## config.mk

```make
export PLATFORM = sky130hd
export DESIGN_NAME = wb_stage
export DESIGN_NICKNAME = d
export VERILOG_FILES = /design/src/rtl/wb_stage_pkg.sv /design/src/rtl/wb_load_ext.sv /design/src/rtl/wb_stage.sv
export SDC_FILE = /design/constraint.sdc
export NUM_CORES = 1
export LEC_CHECK = 0
export BUFFER_PORTS_ARGS = -buffer_cell sky130_fd_sc_hd__buf_2
export CAP_MARGIN = 20
export CORE_MARGIN = 4
export CORE_UTILIZATION = 54
export CTS_CLUSTER_SIZE = 10
export DETAILED_ROUTE_END_ITERATION = 8
export PLACE_DENSITY = 0.8
export RECOVER_POWER = 25
export SLEW_MARGIN = 30
export SYNTH_ARGS = -nofsm -noshare
export SYNTH_HDL_FRONTEND = slang
export SYNTH_HIERARCHICAL = 1
export SYNTH_SLANG_ARGS = --single-unit
```

## constraint.sdc

```tcl
create_clock -name clk -period 6.68 [get_ports clk]
set_input_delay 1.002 -clock clk [delete_from_list [all_inputs] [get_ports clk]]
set_output_delay 1.002 -clock clk [all_outputs]
set_load 0.01 [all_outputs]
```

## src/rtl/wb_stage_pkg.sv

```systemverilog
// Shared pipeline encodings for the write-back stage: write-data select, destination select
// and load type, plus the load misalignment rule.
package wb_stage_pkg;

    localparam logic [1:0] WD_ALU  = 2'd0;
    localparam logic [1:0] WD_LOAD = 2'd1;
    localparam logic [1:0] WD_LINK = 2'd2;

    localparam logic [1:0] DST_RT   = 2'd0;
    localparam logic [1:0] DST_RD   = 2'd1;
    localparam logic [1:0] DST_LINK = 2'd2;

    localparam logic [2:0] LD_WORD  = 3'd0;
    localparam logic [2:0] LD_BYTE  = 3'd1;
    localparam logic [2:0] LD_BYTEU = 3'd2;
    localparam logic [2:0] LD_HALF  = 3'd3;
    localparam logic [2:0] LD_HALFU = 3'd4;

    // Bytes are always aligned; unknown load types behave as word loads.
    function automatic logic load_misaligned(input logic [2:0] ld_type, input logic [1:0] a);
        logic result;
        result = 1'b0;
        case (ld_type)
            LD_BYTE, LD_BYTEU: result = 1'b0;
            LD_HALF, LD_HALFU: result = a[0];
            default:           result = (a != 2'd0);
        endcase
        return result;
    endfunction

endpackage

```

## src/rtl/wb_load_ext.sv

```systemverilog
// Load alignment and extension: picks the addressed byte/half from the raw memory word
// and sign- or zero-extends it to the register width.
module wb_load_ext
    import wb_stage_pkg::*;
#(
    parameter int unsigned DATA_W = 32
) (
    input  logic [2:0]        ld_type,
    input  logic [1:0]        addr_lo,
    input  logic [DATA_W-1:0] mem,
    output logic [DATA_W-1:0] data
);

    logic [7:0]  byte_v;
    logic [15:0] half_v;

    always_comb begin
        byte_v = mem[{addr_lo, 3'b000} +: 8];
        half_v = mem[{addr_lo[1], 4'b0000} +: 16];
        case (ld_type)
            LD_BYTE:  data = {{(DATA_W-8){byte_v[7]}}, byte_v};
            LD_BYTEU: data = {{(DATA_W-8){1'b0}}, byte_v};
            LD_HALF:  data = {{(DATA_W-16){half_v[15]}}, half_v};
            LD_HALFU: data = {{(DATA_W-16){1'b0}}, half_v};
            default:  data = mem;
        endcase
    end

endmodule

```

## src/rtl/wb_stage.sv

```systemverilog
// Pipeline write-back stage: W register, register-file write port, misaligned-load pulse and
// retire counter. Defining WB_FWD_EN adds the fwd_valid/fwd_addr/fwd_data forwarding port.
module wb_stage
    import wb_stage_pkg::*;
#(
    parameter int unsigned DATA_W   = 32,
    parameter int unsigned REG_AW   = 5,
    parameter int unsigned LINK_REG = 31,
    parameter int unsigned CNT_W    = 32
) (
    input  logic              clk,
    input  logic              reset,
    input  logic              m_valid,
    input  logic              hold,
    input  logic              flush,
    input  logic              m_reg_write,
    input  logic [1:0]        m_wd_sel,
    input  logic [1:0]        m_dst_sel,
    input  logic [2:0]        m_ld_type,
    input  logic [REG_AW-1:0] m_rt,
    input  logic [REG_AW-1:0] m_rd,
    input  logic [DATA_W-1:0] m_alu,
    input  logic [DATA_W-1:0] m_mem,
    input  logic [DATA_W-1:0] m_pc,
`ifdef WB_FWD_EN
    output logic              fwd_valid,
    output logic [REG_AW-1:0] fwd_addr,
    output logic [DATA_W-1:0] fwd_data,
`endif
    output logic              rf_we,
    output logic [REG_AW-1:0] rf_waddr,
    output logic [DATA_W-1:0] rf_wdata,
    output logic              misalign,
    output logic [CNT_W-1:0]  retire_cnt
);

    logic              w_valid;
    logic              done;
    logic              w_reg_write;
    logic [1:0]        w_wd_sel;
    logic [1:0]        w_dst_sel;
    logic [2:0]        w_ld_type;
    logic [REG_AW-1:0] w_rt;
    logic [REG_AW-1:0] w_rd;
    logic [DATA_W-1:0] w_alu;
    logic [DATA_W-1:0] w_mem;
    logic [DATA_W-1:0] w_pc;

    logic [DATA_W-1:0] load_data;
    logic              misaligned;
    logic              first_cycle;
    logic              writable;

    always_ff @(posedge clk or posedge reset) begin
        if (reset) begin
            w_valid     <= 1'b0;
            done        <= 1'b0;
            w_reg_write <= 1'b0;
            w_wd_sel    <= 2'd0;
            w_dst_sel   <= 2'd0;
            w_ld_type   <= 3'd0;
            w_rt        <= '0;
            w_rd        <= '0;
            w_alu       <= '0;
            w_mem       <= '0;
            w_pc        <= '0;
        end else if (flush) begin
            w_valid <= 1'b0;
            done    <= 1'b0;
        end else if (!hold) begin
            w_valid <= m_valid;
            done    <= 1'b0;
            if (m_valid) begin
                w_reg_write <= m_reg_write;
                w_wd_sel    <= m_wd_sel;
                w_dst_sel   <= m_dst_sel;
                w_ld_type   <= m_ld_type;
                w_rt        <= m_rt;
                w_rd        <= m_rd;
                w_alu       <= m_alu;
                w_mem       <= m_mem;
                w_pc        <= m_pc;
            end
        end else begin
            // Under hold the instruction has been presented once; suppress repeat writes.
            done <= done | w_valid;
        end
    end

    always_ff @(posedge clk or posedge reset) begin
        if (reset) begin
            retire_cnt <= '0;
        end else if (first_cycle) begin
            retire_cnt <= retire_cnt + CNT_W'(1);
        end
    end

    wb_load_ext #(
        .DATA_W (DATA_W)
    ) u_load_ext (
        .ld_type (w_ld_type),
        .addr_lo (w_alu[1:0]),
        .mem     (w_mem),
        .data    (load_data)
    );

    always_comb begin
        case (w_dst_sel)
            DST_RD:   rf_waddr = w_rd;
            DST_LINK: rf_waddr = REG_AW'(LINK_REG);
            default:  rf_waddr = w_rt;
        endcase
        case (w_wd_sel)
            WD_LOAD: rf_wdata = load_data;
            WD_LINK: rf_wdata = w_pc + DATA_W'(8);
            default: rf_wdata = w_alu;
        endcase
    end

    assign misaligned  = (w_wd_sel == WD_LOAD) && load_misaligned(w_ld_type, w_alu[1:0]);
    assign first_cycle = w_valid & ~done;
    assign writable    = w_valid & w_reg_write & (rf_waddr != '0) & ~misaligned;
    assign rf_we       = writable & ~done;
    assign misalign    = first_cycle & misaligned;

`ifdef WB_FWD_EN
    assign fwd_valid = writable;
    assign fwd_addr  = rf_waddr;
    assign fwd_data  = rf_wdata;
`endif

endmodule

```

==> results.cfg <==
[run_status]
status = finished with violations
failed_checks = capacitance limit, slew limit

[synth]
synth_top_family_by_area = multiplexers
synth.area.top_cells = dfrtp_1 47%, mux2_2 15%, xnor2_1 5.1%, o21ai_0 4.1%, nand2_1 3.7%
ys_dominant_reg_cell = dfrtp_1
avgSynthCellArea_um2 = 10.5
synth_simple_gate_area_share_pct = 13.1
syn-cell-area_mm2 = 0.00792
synth_adder_area_share_pct = 0.948
synth_edf_count = 0
seq_area_frac_synth_pct = 46.8
ys_ff_latch = 148
synthesis.instances = 757
synth_xor_area_share_pct = 6.42
syn_nets = 882
async_flop_share_pct = 100
synth_top_area_share_pct = 46.8
netlist-cell-type-count = 55
ys_warn_count = 6
synth_compound_area_share_pct = 13.1
yosysTopAreaCell = dfrtp_1
synth_mux_area_share_pct = 16.1

[place]
globalplace.congestion = 0.918
dp_hpwl_um = 15300
io_buffers = 189
post-place-ws_ns = 2.53

[grt]
grt_overflow = 0
grt_pass1_vias = 6308
grt_pass1_wl_um = 33200
antenna_found_initial = 0
grt_usage_pct = 25.6
grt_max_degree = 85

[routing]
antenna_left = 0
vias_per_cell = 5.82
drt_iter0_markers = 438
vias = 6500
dr.pass1.iters = 5
drc = 0
routed_wl_um = 20900
drt-wirelength-per-cell_um = 18.7

[power]
power.leakage_uw = 0.00435
p_total_uw = 3000
powerDensity_mw_per_mm2 = 315
irDropWorstVdd_uv = 201

[cells_and_area]
fin_nets = 1048
multi_input_area_mm2 = 0.00396
utilization_pct = 67.6
post_route_cells_drive_above_1_share_pct = 37.3
fillers = 1112
syn_to_final_growth_pct = 20.4
layout_commonest_cell = buf_2
layout_common_cells = 187 x buf_2, 147 x dfrtp_1, 103 x mux2_2, 78 x nand2_1, 65 x o21ai_0
regArea_mm2 = 0.00370

[clocking]
ctsHoldBuffers = 0
clkLatencyLatePin_ns = 0.43
cts_tree = yes
numCtsBuffers = 17
cts_resized = 0
clk_pin_slew_ns = 0.06
ctsLongestPathBuffers = 2
root_buffer = clkbuf_16
cts_sinks = 148
cts_max_level = 4
postCtsSetupRepairBufs = 0

[timing]
timing.final.ws_setup_ns = 2.27
clock.fmax_mhz = 227
rsz0062_at_grt = false
slew_viol_final = 85
setup_viol = 0
min_period_over_period_pct = 66.0
hold_viol_final = 0
worst-slew-pin-transition_ns = 3.61
skew_ns = 0.00416
fin_crit_ns = 4.41
tns_ns = 0
slew_headroom_pct = -142

[setup_path]
worstPathMaxFanout = 23
worstPathRequired_ns = 5.68
start_kind = register
worstSetupPathType = reg -> out
arrival_ns = 3.41
critPathCaptureType = primary output

[job]
max_cap_viol_count = 1

[floorplan]
core_mm2 = 0.0141
rows = 43
die_h_um = 129
fp.dieW_um = 129
floorplan.initialDensity_pct = 56.2
die-area_mm2 = 0.0167
num_io_pins = 190

[worst_hold_path]
hold_class = reg -> reg
==> Yosys cell counts (all sizes together) (9+ instances only) <==
cell type,instances
a21o,16
a21oi,14
a22oi,33
clkbuf,39
dfrtp,148
inv,22
mux2,103
mux2i,9
nand2,78
nand3,23
nand4,16
nor2,28
nor2b,11
nor3,10
o21ai,71
xnor2,46
xor2,12
==> power by group <==
| part | switching [uW] | internal, uW |
|---|---|---|
| logic | 464 | 402 |
| registers | 185 | 1040 |
| clock network | 389 | 522 |
| total | 1040 | 1960 |
==> area by class of cell <==
type,count,area share [%]
Timing Repair Buffer,194,10.3
Clock buffer,21,5.04
Tap cell,180,2.36
Inverter,22,0.880
Sequential cell,148,38.9
Antenna cell,1,0.0263
Clock inverter,11,0.959
Multi-Input combinational cell,540,41.6
==> registers in the layout, summed over array words and instances, names as in the netlist, 2 cells and up <==
name and flops:
w_wd_sel 2, w_ld_type 3, w_rd 5, w_alu 32, retire_cnt 32, w_mem 32
w_pc 32, w_dst_sel 2, w_rt 5
==> final timing paths <==
path	startpoint	slack [ns]	depth (start not counted)	to
worst max-delay path	w_alu[1]	2.27	9	rf_wdata[27]
worst min-delay path	retire_cnt[31]	0.47	1	retire_cnt[31]
worst max register to register	retire_cnt[0]	4.57	6	retire_cnt[26]
worst min register to register	retire_cnt[31]	0.47	1	retire_cnt[31]
max in group asynchronous	reset	2.99	3	w_ld_type[0]
min in group asynchronous	reset	1.63	2	w_pc[25]
==> through the flow <==
step                      instances  hold WS, ns  instance area (um2)
final                          1117        0.474                 9530
after global routing           1116        0.490                 9530
after CTS                      1116        0.478                 9520
after detailed placement       1084        0.465                 8940
after global placement         1084        0.455                 8940
after floorplan                 757        0.475                 7920
==> logic make-up (layout without fill, tap and decap cells) <==
logic type | after synthesis | in the layout
compound gates | 160 | 160
simple gates | 203 | 203
buf+inv | 69 | 248
fa+ha+maj | 6 | 6
other cells | 0 | 1
xor+xnor | 58 | 58
mux | 113 | 113
flops | 148 | 148
==> metal layers <==
metal,GRT usage [%],share of wire [%]
met5,0,0
met4,8.96,2.5
met2,40.0,47
met1,34.9,43
met3,6.64,7.5
==> worst max-delay path: stages (launching register included) <==
cell	delay, ns
dfrtp_1	0.91
mux4_2	0.62
nor2_1	0.20
a211oi_4	0.14
a21o_1	0.26
a21oi_1	0.23
nand2_1	0.10
o41ai_1	0.25
a221oi_1	0.09
buf_2	0.18
Power figures use the tool's default switching activity.
